File: src/rtl/ram_arbiter.sv
// Time-sliced arbiter sharing one synchronous SoC RAM between the 65xx CPU and a DMA requester.
// The CPU owns the RAM by default; DMA steals bursts of up to DMA_BURST cycles, separated by CPU_SLICE CPU cycles.
module ram_arbiter #(
  parameter int AW        = 16,
  parameter int DMA_BURST = 4,
  parameter int CPU_SLICE = 4
) (
  input  logic          clk,
  input  logic          reset_n,
  input  logic [AW-1:0] cpu_addr,
  input  logic          cpu_we,
  input  logic [7:0]    cpu_wdata,
  output logic [7:0]    cpu_rdata,
  output logic          cpu_rdy,
  input  logic          dma_req,
  input  logic [AW-1:0] dma_addr,
  input  logic          dma_we,
  input  logic [7:0]    dma_wdata,
  output logic          dma_gnt,
  output logic [7:0]    dma_rdata,
  output logic          dma_rvalid,
  output logic [AW-1:0] mem_addr,
  output logic          mem_we,
  output logic [7:0]    mem_wdata,
  input  logic [7:0]    mem_rdata
);

  localparam int CW = $clog2(CPU_SLICE + 1);
  localparam int BW = $clog2(DMA_BURST + 1);
  localparam logic [CW-1:0] CPU_LAST   = CW'(CPU_SLICE - 1);
  localparam logic [BW-1:0] BURST_LAST = BW'(DMA_BURST - 1);

  typedef enum logic {
    S_CPU = 1'b0,
    S_DMA = 1'b1
  } state_t;

  state_t        state_r;
  logic [CW-1:0] cpu_cnt_r;
  logic [BW-1:0] burst_cnt_r;
  logic          last_cpu_r;
  logic [7:0]    hold_r;
  logic          dma_rvalid_r;
  logic          own_dma_s;
  logic          we_s;

  assign own_dma_s = (state_r == S_DMA);

  // Ownership FSM: every grant decision is taken at an edge and applies from the next cycle.
  always_ff @(posedge clk or negedge reset_n) begin
    if (!reset_n) begin
      state_r     <= S_CPU;
      cpu_cnt_r   <= {CW{1'b0}};
      burst_cnt_r <= {BW{1'b0}};
    end else begin
      case (state_r)
        S_CPU: begin
          if (cpu_cnt_r != CPU_LAST) begin
            cpu_cnt_r <= cpu_cnt_r + CW'(1);
          end
          if (dma_req && (cpu_cnt_r == CPU_LAST)) begin
            state_r     <= S_DMA;
            burst_cnt_r <= {BW{1'b0}};
          end
        end
        S_DMA: begin
          // A dropped request ends the burst; the idle cycle is the price of registered ownership.
          if (!dma_req) begin
            state_r   <= S_CPU;
            cpu_cnt_r <= {CW{1'b0}};
          end else if (burst_cnt_r == BURST_LAST) begin
            state_r   <= S_CPU;
            cpu_cnt_r <= {CW{1'b0}};
          end else begin
            burst_cnt_r <= burst_cnt_r + BW'(1);
          end
        end
        default: begin
          state_r     <= S_CPU;
          cpu_cnt_r   <= {CW{1'b0}};
          burst_cnt_r <= {BW{1'b0}};
        end
      endcase
    end
  end

  // Read-return tracking: remember who read last and freeze the CPU's data while DMA owns the RAM.
  always_ff @(posedge clk or negedge reset_n) begin
    if (!reset_n) begin
      last_cpu_r   <= 1'b1;
      hold_r       <= 8'h00;
      dma_rvalid_r <= 1'b0;
    end else begin
      last_cpu_r   <= ~own_dma_s;
      dma_rvalid_r <= own_dma_s & dma_req & ~dma_we;
      if (last_cpu_r) begin
        hold_r <= mem_rdata;
      end else begin
        hold_r <= hold_r;
      end
    end
  end

  // RAM port mux; the write enable is also gated by reset so nothing is written while in reset.
  always_comb begin
    if (own_dma_s) begin
      mem_addr  = dma_addr;
      mem_wdata = dma_wdata;
      we_s      = dma_req & dma_we;
    end else begin
      mem_addr  = cpu_addr;
      mem_wdata = cpu_wdata;
      we_s      = cpu_we;
    end
    mem_we = reset_n & we_s;
  end

  // CPU read data: live RAM data after a CPU cycle, otherwise the last value the CPU read.
  always_comb begin
    if (last_cpu_r) begin
      cpu_rdata = mem_rdata;
    end else begin
      cpu_rdata = hold_r;
    end
  end

  assign cpu_rdy    = ~own_dma_s;
  assign dma_gnt    = own_dma_s;
  assign dma_rdata  = mem_rdata;
  assign dma_rvalid = dma_rvalid_r;

endmodule
File: config.mk
export PLATFORM = sky130hd
export DESIGN_NAME = ram_arbiter
export DESIGN_NICKNAME = d
export VERILOG_FILES = /design/src/rtl/ram_arbiter.sv
export SDC_FILE = /design/constraint.sdc
export NUM_CORES = 1
export LEC_CHECK = 0
export ABC_AREA = 1
export BUFFER_PORTS_ARGS = -buffer_cell sky130_fd_sc_hd__clkbuf_2
export CAP_MARGIN = 20
export CELL_PAD_IN_SITES_DETAIL_PLACEMENT = 1
export CELL_PAD_IN_SITES_GLOBAL_PLACEMENT = 2
export CORE_AREA = 5 5 94 96
export DETAILED_ROUTE_END_ITERATION = 7
export DIE_AREA = 0 0 99 101
export GPL_ROUTABILITY_DRIVEN = 0
export PLACE_DENSITY = 0.77
export SYNTH_ARGS = -nofsm -noshare
export SYNTH_HDL_FRONTEND = slang
export SYNTH_SLANG_ARGS = --single-unit
File: constraint.sdc
create_clock -name clk -period 1.1 [get_ports clk]
set_input_delay 0.11 -clock clk [delete_from_list [all_inputs] [get_ports clk]]
set_output_delay 0.11 -clock clk [all_outputs]
set_load 0.02 [all_outputs]
==> results of run 1 <==
path summary, 6_finish.rpt:
| kind | cells past startpoint | startpoint | slack (ns) | endpoint |
|---|---|---|---|---|
| max in group asynchronous | 3 | reset_n | 0.47 | last_cpu_r$_DFF_PN1_ |
| setup / recovery | 4 | last_cpu_r$_DFF_PN1_ | -0.28 | cpu_rdata[5] |
| hold / removal | 2 | dma_we | 0.04 | dma_rvalid$_DFF_PN0_ |
| hold reg to reg | 2 | cpu_cnt_r[1]$_DFFE_PN0P_ | 0.51 | cpu_cnt_r[1]$_DFFE_PN0P_ |
| min in group asynchronous | 3 | reset_n | 0.38 | burst_cnt_r[2]$_DFFE_PN0P_ |
| setup reg to reg | 7 | burst_cnt_r[0]$_DFFE_PN0P_ | -0.09 | cpu_cnt_r[1]$_DFFE_PN0P_ |
cells in the final DEF, fill, tap and decap left out:
master,synthesis,final
nand2_1,90,70
clkbuf_2,0,70
clkbuf_8,0,29
buf_4,9,19
nand2_2,3,18
dfrtp_1,16,15
inv_1,15,14
buf_6,2,10
buf_8,2,7
nand2_4,0,5
o21ai_4,0,4
o21ai_2,0,4
nand3_2,1,4
nand4_1,3,3
nand3_4,0,2
nand3b_1,2,2
ha_2,0,2
buf_12,0,2
clkinv_4,0,1
nor3_2,1,1
a21boi_4,0,1
inv_4,0,1
nand3_1,6,1
ha_1,4,1
ha_4,0,1
clkinv_2,0,1
clkbuf_16,0,1
dfrtp_2,0,1
dlygate4sd3_1,0,1
dfstp_2,1,1
synth_stat cells, drive strengths merged:
cell type	n
nand2	93
ha	4
nand4	3
nand3	7
nor3	1
dfrtp	16
a21boi	1
o21ai	8
nand3b	2
dfstp	1
inv	16
buf	15
cells by family (layout without fill, tap and decap cells):
family / after synthesis / count (layout) / synth area share, %
buf+inv: 31 / 156 / 16.47
simple gates: 106 / 106 / 38.14
fa+ha+maj: 4 / 4 / 4.334
compound gates: 9 / 9 / 4.117
flops: 17 / 17 / 36.94
state kept, by name, summed over array words and instances (netlist names):
| register | cells |
|---|---|
| burst_cnt_r | 3 |
| cpu_cnt_r | 3 |
| dma_rvalid | 1 |
| hold_r | 8 |
| dma_gnt | 1 |
| last_cpu_r | 1 |
report_power, final:
part / internal (W) / switching (W)
combinational: 0.00216 / 0.00211
clock: 0.000251 / 0.000222
sequential: 0.000876 / 0.000149
total: 0.00329 / 0.00248
metrics by stage:
step                      TNS (ns)  cells  hold WS, ns  cell area, um^2
after global placement      -1.913    380       0.1295             1884
after detailed placement    -1.604    380       0.1308             1884
after global routing        -12.09    397      0.02549             2559
final                       -9.044    397      0.03675             2559
after floorplan             -1.067    167      -0.1856             1207
after CTS                   -9.192    395      0.03597             2389
per-layer routing:
metal  global-route usage (%)  part of all wire [%]
met2                    16.99                    51
met1                    8.699                    36
met4                    1.471                  0.20
met3                    4.913                    12
met5                        0                     0
layout make-up:
cell class,instances,area (um^2)
Clock buffer,3,41.29
Sequential cell,17,427.9
Inverter,16,67.56
Multi-Input combinational cell,119,742.0
Tap cell,105,131.4
Timing Repair Buffer,136,1144
Fill cell,975,5410
Clock inverter,1,5.005
worst max-delay path, cell delays in order, from the launching register on:
cell and delay (ns):
dfstp_2 0.58, buf_6 0.14, nand2_2 0.05, o21ai_2 0.07, clkbuf_8 0.17
repair_timing:
action,CTS,global route
endpoints found under the hold margin,16,0
pin swaps,8,6
hold buffers,1,0
resized for setup,93,42
endpoints found under the setup margin,43,45
buffers inserted,10,5
gates cloned,0,1
==> results.sh, run 1 <==
export IMPL_viasPerCell=3.821
export IMPL_track_usage_pct=8.990
export IMPL_total_power_w=0.005770
export IMPL_clk_path_buf_depth=2
export IMPL_rsz0062_at_grt="yes"
export IMPL_ys_seq_elements=17
export IMPL_dp_worst_setup_slack_ns=-0.1219
export IMPL_initial_core_util_pct=14.49
export IMPL_syn_inst=167
export IMPL_path_clk_slew_ns=0.07
export IMPL_critical_path_class="reg2out"
export IMPL_fin_skew_ns=0.006601
export IMPL_area_delta_synth_final_pct=121.6
export IMPL_syn_area_per_cell_um2=6.915
export IMPL_pin_count=105
export IMPL_fin_crit_ns=1.377
export IMPL_layout_nets=358
export IMPL_critPathArrivalTime_ns=1.27
export IMPL_ys_types=18
export IMPL_status="finished, violations left"
export IMPL_required_ns=0.99
export IMPL_htree_levels=1
export IMPL_slew_headroom_pct=85.01
export IMPL_drc=0
export IMPL_dieHeight_um=101
export IMPL_p_per_area_nw_per_um2=2255
export IMPL_cts_tree="built"
export IMPL_slew_violations=0
export IMPL_synth_top_area_share_pct=34.67
export IMPL_rows=33
export IMPL_wl_per_cell_um=12.38
export IMPL_synthTopCellsByArea="dfrtp_1 35%, nand2_1 29%, buf_4 5.9%, inv_1 4.9%, ha_1 4.3%"
export IMPL_grt_pass1_vias=1655
export IMPL_insertion_delay_ns=0.25
export IMPL_post_route_util_pct=32.11
export IMPL_finalSetupViolations=44
export IMPL_ys_warn_count=0
export IMPL_die_x_um=99
export IMPL_drive_gt1_share_pct=63.36
export IMPL_yosys_area_top_type="dfrtp_1"
export IMPL_grt_max_degree=24
export IMPL_worst_slew_pin_slew_ns=0.2248
export IMPL_syn_num_nets=232
export IMPL_min_period_over_period_pct=125.2
export IMPL_ys_seq_area_share_pct=36.94
export IMPL_postRouteAntennaNets=0
export IMPL_p_leak_nw=1.404
export IMPL_grt_pass1_wl_um=7314
export IMPL_n_antenna_cell=0
export IMPL_vias=1517
export IMPL_first_pass_iters=3
export IMPL_max_freq_mhz=726.1
export IMPL_worstSetupEndpointType="output pin"
export IMPL_dp_hpwl_um=3575
export IMPL_die_area_um2=9999
export IMPL_antenna_found_initial=0
export IMPL_coreArea_um2=7969
export IMPL_drt_total_wl_um=4915
export IMPL_crit_fanout=4
export IMPL_first_iter_violations=9
export IMPL_port_buffers=104
export IMPL_clock_sinks=17
export IMPL_grt_overflow_total=0
export IMPL_hold_class="in2reg"
export IMPL_drv_cap=0
export IMPL_fin_ws_ns=-0.2772
export IMPL_peakVddDrop_mv=0.7662
export IMPL_cp_start_kind="register"
export IMPL_numCtsBuffers=3
export IMPL_cts_root_buf="clkbuf_8"
export IMPL_hold_viol_final=0
export IMPL_syn_cell_area_um2=1155
export IMPL_violations="setup timing"
No activity file was read; power rests on OpenSTA's default activity.
==> inputs of run 2 (changes only) <==
--- a/config.mk
+++ b/config.mk
@@ -15,6 +15,7 @@
 export DIE_AREA = 0 0 99 101
 export GPL_ROUTABILITY_DRIVEN = 0
 export PLACE_DENSITY = 0.77
+export RECOVER_POWER = 50
 export SYNTH_ARGS = -nofsm -noshare
 export SYNTH_HDL_FRONTEND = slang
 export SYNTH_SLANG_ARGS = --single-unit
==> run 2 against run 1 <==
  * The run still ends with setup timing left
  * Worst hold slack is essentially flat
  * Fmax is essentially flat
  * Setup slack is essentially flat
  * Sequential cell count is the same
  * Largest power group unchanged
  * Clock skew is essentially flat
  * Combinational power is essentially flat
  * Utilization shrank 0.17 points
  * Total power shrank 0.11%
  * Critical path type unchanged
  * Via count grew 0.20%
  * Register-to-register slack is essentially flat
  * Cell area shrank 0.54%
==> results.sh, run 2 (synthesis gave the netlist of run 1 again) <==
export IMPL_dieHeight_um=101
export IMPL_violations="setup timing"
export IMPL_layout_commonest_cell="nand2_1"
export IMPL_drt_total_wl_um=4918
export IMPL_r2r_start="burst_cnt_r[0]$_DFFE_PN0P_"
export IMPL_peakVddDrop_mv=0.7662
export IMPL_regArea_um2=427.9
export IMPL_die_x_um=99
export IMPL_numCtsBuffers=3
export IMPL_crit_fanout=4
export IMPL_port_buffers=104
export IMPL_coreArea_um2=7969
export IMPL_grt_pass1_vias=1655
export IMPL_die_area_um2=9999
export IMPL_viasPerCell=3.829
export IMPL_p_per_area_nw_per_um2=2265
export IMPL_critPathLaunch="last_cpu_r$_DFF_PN1_"
export IMPL_n_antenna_cell=0
export IMPL_cts_tree="built"
export IMPL_grt_pass1_wl_um=7314
export IMPL_fin_skew_ns=0.006745
export IMPL_clk_path_buf_depth=2
export IMPL_drv_cap=0
export IMPL_pin_count=105
export IMPL_grt_max_degree=24
export IMPL_finalSetupViolations=44
export IMPL_drc=0
export IMPL_final_cell_mix="70 x nand2_1, 62 x clkbuf_2, 29 x clkbuf_8"
export IMPL_status="finished, violations left"
export IMPL_wl_per_cell_um=12.39
export IMPL_fin_ws_ns=-0.2771
export IMPL_worst_slew_pin_slew_ns=0.4332
export IMPL_worstSetupEndpointType="output pin"
export IMPL_dp_hpwl_um=3575
export IMPL_rows=33
export IMPL_first_iter_violations=9
export IMPL_largest_register="hold_r"
export IMPL_initial_core_util_pct=14.49
export IMPL_p_leak_nw=1.377
export IMPL_postRouteAntennaNets=0
export IMPL_cp_start_kind="register"
export IMPL_drive_gt1_share_pct=60.27
export IMPL_vias=1520
export IMPL_top_regs="hold_r: 8 flops, burst_cnt_r: 3 flops, cpu_cnt_r: 3 flops"
export IMPL_insertion_delay_ns=0.25
export IMPL_num_fill_cells=977
export IMPL_clock_sinks=17
export IMPL_critPathArrivalTime_ns=1.27
export IMPL_layout_nets=358
export IMPL_htree_levels=1
export IMPL_hold_class="in2reg"
export IMPL_multi_input_area_um2=742.0
export IMPL_slew_headroom_pct=71.12
export IMPL_track_usage_pct=8.990
export IMPL_path_clk_slew_ns=0.07
export IMPL_first_pass_iters=3
export IMPL_antenna_found_initial=0
export IMPL_min_period_over_period_pct=125.2
export IMPL_slew_violations=0
export IMPL_finalHoldWorstSlack_ns=0.03644
export IMPL_hold_start="dma_we"
export IMPL_grt_overflow_total=0
export IMPL_max_freq_mhz=726.2
export IMPL_hold_viol_final=0
export IMPL_total_power_w=0.005764
export IMPL_required_ns=0.99
export IMPL_largest_register_ffs=8
export IMPL_critical_path_class="reg2out"
export IMPL_cts_root_buf="clkbuf_8"
export IMPL_fin_crit_ns=1.377
export IMPL_area_delta_synth_final_pct=120.4
export IMPL_rsz0062_at_grt="yes"
run 2: stage by stage:
step / instance area (um^2) / util, % / TNS [ns] / worst slack (ns) / instances
after floorplan: 1207 / - / -1.067 / -0.08287 / 167
after global placement: 1884 / 23.65 / -1.913 / -0.08732 / 380
after detailed placement: 1884 / 23.65 / -1.604 / -0.1219 / 380
after CTS: 2389 / 29.97 / -9.192 / -0.2812 / 395
after global routing: 2545 / 31.94 / -12.09 / -0.3452 / 397
final: 2545 / 31.94 / -9.048 / -0.2771 / 397
run 2: final cells by class:
class | count | area share (%)
inverters | 16 | 2.655
repair buffers | 136 | 44.40
clock inverters | 1 | 0.1967
clock buffers | 3 | 1.622
multi-input cells | 119 | 29.15
well taps | 105 | 5.162
flip-flops and latches | 17 | 16.81
run 2: worst paths after layout:
check | slack (ns) | end | cells past startpoint
min in group asynchronous | 0.48 | burst_cnt_r[2]$_DFFE_PN0P_ | 3
min reg2reg | 0.51 | cpu_cnt_r[1]$_DFFE_PN0P_ | 2
max in group asynchronous | 0.29 | last_cpu_r$_DFF_PN1_ | 3
max reg2reg | -0.09 | cpu_cnt_r[1]$_DFFE_PN0P_ | 7
min | 0.04 | dma_rvalid$_DFF_PN0_ | 2
max | -0.28 | cpu_rdata[5] | 4
run 2: critical path, cell delays in order, from the launching register on:
cell      delay (ns)
dfstp_2         0.58
buf_6           0.14
nand2_2         0.05
o21ai_2         0.07
clkbuf_8        0.17
run 2: power by group:
part           leakage (nW)  total, W  internal (W)  switching (W)
logic                  1.14   0.00427       0.00216        0.00211
registers             0.207   0.00103      0.000876       0.000149
clock network        0.0255  0.000473      0.000251       0.000222
run 2: metal layers:
metal | global-route usage, % | share of wire, %
met1 | 8.699 | 37
met5 | 0 | 0
met2 | 16.99 | 51
met3 | 4.913 | 12
met4 | 1.471 | 0.20
run 2: repair_timing:
item / CTS / global route
setup endpoints to repair: 43 / 45
hold buffers: 1 / 0
endpoints found under the hold margin: 16 / 0
setup buffers: 10 / 5
gates resized for setup: 93 / 42
pin swaps: 8 / 6
cloned: 0 / 1
